===== src/rtl/nco_freq_meter.sv =====
// nco_freq_meter
//   Measures the frequency of ref_in against sys_clk. The result is the NCO
//   tuning word that would produce that frequency:
//   f_ref = tuning_word * f_sys / 2^WIDTH.
//   The number of ref_in rising edges counted over a gate of N = 2^GATE_LOG2
//   sys_clk cycles is scaled by 2^(WIDTH-GATE_LOG2). The gate starts on a
//   ref_in edge, so an integer-period input is measured without phase error.
// Ports
//   sys_clk          system clock (sole clock domain)
//   rst_n            asynchronous active-low reset
//   ref_in           signal to measure, asynchronous to sys_clk
//   start            one-cycle measurement request (ignored while busy)
//   abort            synchronous cancel; has priority over start
//   tuning_word_out  last measured tuning word
//   valid            one-cycle pulse when a new result is loaded
//   busy             high whenever a measurement is armed or running
//   no_signal        last result timed out waiting for the arming edge
module nco_freq_meter #(
  parameter int WIDTH      = 32,
  parameter int GATE_LOG2  = 10,
  parameter int CONTINUOUS = 0
) (
  input  logic             sys_clk,
  input  logic             rst_n,
  input  logic             ref_in,
  input  logic             start,
  input  logic             abort,
  output logic [WIDTH-1:0] tuning_word_out,
  output logic             valid,
  output logic             busy,
  output logic             no_signal
);

  localparam int SHIFT = WIDTH - GATE_LOG2;
  localparam logic [GATE_LOG2-1:0] WIN_LAST = {GATE_LOG2{1'b1}};
  localparam logic [GATE_LOG2-1:0] CNT_ZERO = {GATE_LOG2{1'b0}};
  localparam logic [GATE_LOG2-1:0] CNT_ONE  = {{(GATE_LOG2-1){1'b0}}, 1'b1};

  typedef enum logic [1:0] {
    IDLE    = 2'd0,
    ARM     = 2'd1,
    MEASURE = 2'd2
  } state_t;

  state_t               state_r, state_nxt;
  logic                 ref_meta_r, ref_s_r, ref_d_r;
  logic                 rise_s;
  logic [GATE_LOG2-1:0] win_cnt_r, win_cnt_nxt;
  logic [GATE_LOG2-1:0] edge_cnt_r, edge_cnt_nxt;
  logic [GATE_LOG2:0]   count_s;
  logic [WIDTH-1:0]     result_word_s;
  logic [WIDTH-1:0]     tuning_nxt;
  logic                 valid_nxt;
  logic                 no_signal_nxt;
  state_t               after_result_s;

  assign rise_s = ref_s_r & ~ref_d_r;

  // One extra bit: the terminal-cycle edge may push the count to N/2.
  assign count_s       = {1'b0, edge_cnt_r} + {{GATE_LOG2{1'b0}}, rise_s};
  assign result_word_s = WIDTH'(count_s) << SHIFT;
  assign after_result_s = (CONTINUOUS != 0) ? ARM : IDLE;

  assign busy = (state_r != IDLE);

  // Synchronize ref_in and keep one delayed copy for rising-edge detection.
  always_ff @(posedge sys_clk or negedge rst_n) begin
    if (!rst_n) begin
      ref_meta_r <= 1'b0;
      ref_s_r    <= 1'b0;
      ref_d_r    <= 1'b0;
    end else begin
      ref_meta_r <= ref_in;
      ref_s_r    <= ref_meta_r;
      ref_d_r    <= ref_s_r;
    end
  end

  // Next-state, counter and result logic for the IDLE/ARM/MEASURE sequencer.
  always_comb begin
    state_nxt     = state_r;
    win_cnt_nxt   = win_cnt_r;
    edge_cnt_nxt  = edge_cnt_r;
    valid_nxt     = 1'b0;
    tuning_nxt    = tuning_word_out;
    no_signal_nxt = no_signal;
    case (state_r)
      IDLE: begin
        if (start && !abort) begin
          state_nxt    = ARM;
          win_cnt_nxt  = CNT_ZERO;
          edge_cnt_nxt = CNT_ZERO;
        end else begin
          state_nxt = IDLE;
        end
      end
      ARM: begin
        if (abort) begin
          state_nxt = IDLE;
        end else if (rise_s) begin
          // The arming edge opens the gate but is not itself counted.
          state_nxt    = MEASURE;
          win_cnt_nxt  = CNT_ZERO;
          edge_cnt_nxt = CNT_ZERO;
        end else if (win_cnt_r == WIN_LAST) begin
          state_nxt     = after_result_s;
          win_cnt_nxt   = CNT_ZERO;
          edge_cnt_nxt  = CNT_ZERO;
          valid_nxt     = 1'b1;
          tuning_nxt    = {WIDTH{1'b0}};
          no_signal_nxt = 1'b1;
        end else begin
          win_cnt_nxt = win_cnt_r + CNT_ONE;
        end
      end
      MEASURE: begin
        if (abort) begin
          state_nxt = IDLE;
        end else if (win_cnt_r == WIN_LAST) begin
          state_nxt     = after_result_s;
          win_cnt_nxt   = CNT_ZERO;
          edge_cnt_nxt  = CNT_ZERO;
          valid_nxt     = 1'b1;
          tuning_nxt    = result_word_s;
          no_signal_nxt = 1'b0;
        end else begin
          // At most N/2 synchronized edges fit in a gate, so no wrap.
          win_cnt_nxt  = win_cnt_r + CNT_ONE;
          edge_cnt_nxt = edge_cnt_r + {{(GATE_LOG2-1){1'b0}}, rise_s};
        end
      end
      default: begin
        state_nxt    = IDLE;
        win_cnt_nxt  = CNT_ZERO;
        edge_cnt_nxt = CNT_ZERO;
      end
    endcase
  end

  // State, counters and registered result outputs.
  always_ff @(posedge sys_clk or negedge rst_n) begin
    if (!rst_n) begin
      state_r         <= IDLE;
      win_cnt_r       <= CNT_ZERO;
      edge_cnt_r      <= CNT_ZERO;
      valid           <= 1'b0;
      tuning_word_out <= {WIDTH{1'b0}};
      no_signal       <= 1'b0;
    end else begin
      state_r         <= state_nxt;
      win_cnt_r       <= win_cnt_nxt;
      edge_cnt_r      <= edge_cnt_nxt;
      valid           <= valid_nxt;
      tuning_word_out <= tuning_nxt;
      no_signal       <= no_signal_nxt;
    end
  end

endmodule

===== config.mk =====
export PLATFORM = sky130hd
export DESIGN_NAME = nco_freq_meter
export DESIGN_NICKNAME = d
export VERILOG_FILES = /design/src/rtl/nco_freq_meter.sv
export SDC_FILE = /design/constraint.sdc
export NUM_CORES = 1
export LEC_CHECK = 0
export BUFFER_PORTS_ARGS = -buffer_cell sky130_fd_sc_hd__buf_4
export CAP_MARGIN = 30
export CELL_PAD_IN_SITES_DETAIL_PLACEMENT = 1
export CELL_PAD_IN_SITES_GLOBAL_PLACEMENT = 1
export CORE_MARGIN = 5
export CORE_UTILIZATION = 42
export CTS_CLUSTER_SIZE = 25
export DETAILED_ROUTE_END_ITERATION = 10
export HOLD_SLACK_MARGIN = 0.15
export PLACE_DENSITY = 0.78
export SKIP_CTS_REPAIR_TIMING = 1
export SYNTH_ARGS = -nofsm -noshare
export SYNTH_HDL_FRONTEND = slang
export SYNTH_SLANG_ARGS = --single-unit

===== constraint.sdc =====
create_clock -name sys_clk -period 2.5 [get_ports sys_clk]
set_input_delay 0.25 -clock sys_clk [delete_from_list [all_inputs] [get_ports sys_clk]]
set_output_delay 0.25 -clock sys_clk [all_outputs]
set_load 0.01 [all_outputs]

Word level (Yosys, flattened, before mapping)
Index checks and enable logic that the tools add are counted.
{"block": "classes", "n_eq_ne": 10, "n_reduce_logical": 8, "muxes": 35, "bitwise": 2, "n_addsub": 3}
{"cell": "$mux 32", "n": 5}
{"cell": "$mux 10", "n": 10}
{"cell": "$pmux 32 s2", "n": 1}
{"cell": "$pmux 10 s3", "n": 2}
{"cell": "$add 10x1->10", "n": 2}
{"cell": "$ne 2x2->1 const B", "n": 6}
{"cell": "$add 10x1->10 const B", "n": 1}
{"cell": "$eq 10x10->1 const B", "n": 1}
{"cell": "$mux 1", "n": 10}
{"cell": "$mux 2", "n": 4}
{"cell": "$pmux 2 s3", "n": 1}
{"cell": "$reduce_and 6->1", "n": 1}
{"cell": "$pmux 1 s2", "n": 2}
{"cell": "$reduce_and 4->1", "n": 1}
{"cell": "$reduce_bool 2->1", "n": 2}
{"cell": "$ne 3x3->1 const B", "n": 1}
{"cell": "$reduce_and 3->1", "n": 1}
{"cell": "$eq 2x1->1 const B", "n": 1}
{"cell": "$eq 2x2->1 const B", "n": 1}
{"cell": "$logic_not 2->1", "n": 1}
{"cell": "$and 1x1->1", "n": 1}
{"cell": "$logic_and 1x1->1", "n": 1}
{"cell": "$logic_not 1->1", "n": 1}
{"cell": "$not 1->1", "n": 1}
{"block": "totals", "in_bits": 5, "regBits": 59, "word_cells": 67}

Depth between registers and ports, before layout
{"block": "logic_depth", "depth_word": 6, "depth_mapped": 8}

Worst setup path after synthesis
No wires, ideal clock.
{"block": "synth_path", "path_type": "reg-to-reg", "start": "register state_r[0]", "end": "register win_cnt_r[3]", "setup_slack_ns": 0.663, "synth_period_minus_slack_ns": 1.837, "arrival_time_ns": 1.708, "path_buffers": 2, "path_stages_with_launch": 9, "cell_sequence": "dfrtp_1 inv_1 ha_1 buf_2 o31a_1 or2_4 buf_6 a31oi_1 o22ai_1"}
{"block": "synth_via", "elab_chain_len": 3, "elab_cells_between_ends": 8, "classes_between": "eq/ne: 5; mux: 1; reduce/logical: 2"}
{"item": "start, declared", "line_no": "45", "text": "state_t state_r, state_nxt;"}
{"item": "start signal, assigned", "line_no": "150", "text": "state_r <= state_nxt;"}
{"item": "$eq 2x1->1 (tied with other cells)", "line_no": "87", "text": "case (state_r)"}
{"item": "$ne 2x2->1 (no line)"}
{"item": "$reduce_and 3->1 (no line)"}
{"item": "end signal, assigned", "line_no": "151", "text": "win_cnt_r <= win_cnt_nxt;"}
{"item": "end, declared", "line_no": "48", "text": "logic [GATE_LOG2-1:0] win_cnt_r, win_cnt_nxt;"}
Parallel ways exist; a longest one is shown, timed or not.
A chain may end at the register's enable or synchronous reset.

Final worst setup path
{"block": "layout_path", "start": "register state_r[1]", "end": "register edge_cnt_r[1]"}
{"block": "layout_via", "elab_chain_len": 3, "elab_cells_between_ends": 9, "classes_between": "eq/ne: 6; mux: 1; reduce/logical: 2"}
{"item": "$eq 2x1->1 (tied with other cells)", "line_no": "87"}
{"item": "$ne 3x3->1 (no line) / $ne 2x2->1 (equally long branches)"}
{"item": "$reduce_and 4->1 (no line)"}
{"item": "end signal, assigned", "line_no": "152", "text": "edge_cnt_r <= edge_cnt_nxt;"}
{"item": "end, declared", "line_no": "49", "text": "logic [GATE_LOG2-1:0] edge_cnt_r, edge_cnt_nxt;"}
Parallel ways exist; a longest one is shown, timed or not.

==> impl_metrics.ini <==
[cells_and_area]
nNetsFinal = 261
final_area_um2 = 2440
area_growth_pct = 9.32
antennaDiodeCount = 0
layout.cells.most_common_list = dfrtp_1 (37), conb_1 (22), nand2_1 (21), buf_4 (21), inv_1 (15)
num-fill-cells = 639
drive_gt1_frac = 0.145
final_common_cell = dfrtp_1

[min_path]
worst_hold_path_type = in2reg
holdCritStartpoint = start
worstHoldPathCells = 3
hold_end = state_r[0]$_DFF_PN0_

[clock_network]
clk_latency_ns = 0.29
clkTransAtPathRegs_ns = 0.07
cts_tree = yes
clkSinkCount = 37
cts_buffers = 5
htreeDepth = 2
clockBufferDepth = 2
root_buffer = clkbuf_8

[synth]
synth_area_um2 = 2230
synth-seq-area-share = 0.415
ys_types = 45
synthCells = 231
ys_ff_latch = 37
avgSynthCellArea_um2 = 9.65
async_reset_ff_frac = 1.00
ys.flop_type = dfrtp_1
synth_edf_count = 0
yosysWarnings = 0

[power]
powerDensity_nw_per_um2 = 499
p_leak_nw = 1.12
irDropWorstVdd_v = 0.000304
totalPowerFinal_mw = 1.22

[setup_path]
rr_worst_depth = 7
rrSetupSlack_ns = 0.34
cp_max_fo = 8
rr_startpoint = state_r[1]$_DFF_PN0_
critical_path_class = reg2reg
cp_data_required_time_ns = 2.68
crit_arrival_ns = 2.34
cp-end-kind = register
reg2reg_to = edge_cnt_r[1]$_DFFE_PN0P_
start_kind = register

[global_routing]
top_usage_layer = met2
grt-ovfl-total = 0
grt_pass1_wl_um = 8650
antenna_found_initial = 0
grtUsageMet1 = 0.192
grt_use_met3 = 0.0337
grt_max_degree = 38
grt_usage = 0.150
met2_usage = 0.247
grt_pass1_vias = 1789

[place]
gp_congestion = 0.820
place_area_um2 = 2300
portBuffers = 17
dp_hpwl_um = 3630

[die]
die_w_um = 82.9
die-area_um2 = 6870
core_region_area_um2 = 5140
initial_core_util = 0.434
num_io_pins = 40
die_h_um = 82.9
rows = 26

[outcome]
status = completed

[timing]
rsz0062_at_grt = no
final-max-slew-violation-count = 0
fmax_ghz = 0.462
period_share = 0.865
hold_viol = 0
final.setup.tns_ns = 0
setup_viol = 0
period_needed_ns = 2.16
whs_ns = 0.224
finClkSkew_ns = 0.00737

[routing]
vias_per_cell = 5.31
drc_errors = 0
drt_first_iter_violations = 73
drt-wirelength-per-cell_um = 15.6
wirelength_um = 4970
firstDrtPassIters = 4
final_antenna_net_count = 0
dr_total_vias = 1695

[run]
cap_violations = 0
[registers in the layout, indices dropped and copies added (netlist names)]
register / flops
tuning_word_out: 10
win_cnt_r: 10
no_signal: 1
ref_meta_r: 1
state_r: 2
ref_d_r: 1
ref_s_r: 1
edge_cnt_r: 10
valid: 1
[metrics by stage]
step | instances | util | setup WS [ns]
2_1_floorplan | 252 | - | 0.663
3_3_place_gp | 309 | 0.448 | 0.463
3_5_place_dp | 309 | 0.448 | 0.380
4_1_cts | 316 | 0.468 | 0.358
5_1_grt | 319 | 0.474 | 0.221
6_report | 319 | 0.474 | 0.337
[where the power goes]
| part | switching (mW) | internal (mW) | total, mW |
|---|---|---|---|
| sequential | 0.00334 | 0.603 | 0.606 |
| combinational | 0.0791 | 0.0314 | 0.111 |
| clock | 0.209 | 0.290 | 0.499 |
| total | 0.291 | 0.924 | 1.22 |
[worst max-delay path by stage]
| stage | depth (start not counted) | from | to | slack [ns] |
|---|---|---|---|---|
| after floorplan | 8 | state_r[0]$_DFF_PN0_ | win_cnt_r[3]$_DFFE_PN0P_ | 0.66 |
| after global placement | 7 | state_r[1]$_DFF_PN0_ | edge_cnt_r[1]$_DFFE_PN0P_ | 0.46 |
| after detailed placement | 7 | state_r[1]$_DFF_PN0_ | edge_cnt_r[1]$_DFFE_PN0P_ | 0.38 |
| after CTS | 7 | state_r[1]$_DFF_PN0_ | edge_cnt_r[1]$_DFFE_PN0P_ | 0.36 |
| after global routing | 6 | state_r[1]$_DFF_PN0_ | win_cnt_r[7]$_DFFE_PN0P_ | 0.22 |
| final | 7 | state_r[1]$_DFF_PN0_ | edge_cnt_r[1]$_DFFE_PN0P_ | 0.34 |
[synth_stat cells, drive strengths merged (3+ instances only)]
cell type / n / area [µm²]
o22ai: 3 / 18.8
o21ai: 11 / 55.1
a22o: 8 / 70.1
ha: 7 / 87.6
nand2b: 3 / 18.8
o211ai: 4 / 43.8
a41oi: 7 / 61.3
nor2: 8 / 32.5
dfrtp: 37 / 926
buf: 32 / 243
a21oi: 6 / 41.3
xnor2: 4 / 35.0
nand2: 21 / 78.8
nor2b: 4 / 25.0
a31oi: 10 / 77.6
inv: 15 / 56.3
nand4: 8 / 50.1
and3: 5 / 31.3
nor3: 4 / 20.0
mux2i: 4 / 40.0
nand3: 10 / 55.1
[logic make-up after synthesis]
logic type,after synthesis,synth area share
AOI/OAI and AO/OA,56,0.192
buffers and inverters,49,0.137
other,1,0.00168
muxes,6,0.0281
and+or+nand+nor,69,0.163
DFF,37,0.415
xor gates and xnor gates,6,0.0236
adders and majority gates,7,0.0393
[metal layers]
layer	up-vias	wire length, µm
li1	822	-
met1	838	2300
met2	26	2440
met3	9	141
met4	0	95
met5	-	0
[worst max-delay path, cell delays in order, from the launching register on]
cell and delay [ns]:
dfrtp_1 0.41, inv_1 0.09, ha_1 0.29, o31a_1 0.38
nor2_2 0.35, buf_4 0.22, o21ai_1 0.08, a22o_1 0.24
[cell type report]
| cell class | instances | area, µm² | share of cell area |
|---|---|---|---|
| Clock buffer | 5 | 68.8 | 0.0282 |
| Inverter | 15 | 56.3 | 0.0231 |
| Clock inverter | 2 | 35.0 | 0.0144 |
| Sequential cell | 37 | 926 | 0.380 |
| Multi-Input combinational cell | 166 | 1080 | 0.441 |
| Timing Repair Buffer | 24 | 188 | 0.0770 |
| Tap cell | 70 | 87.6 | 0.0359 |
No activity file was read; power rests on OpenSTA's default activity.
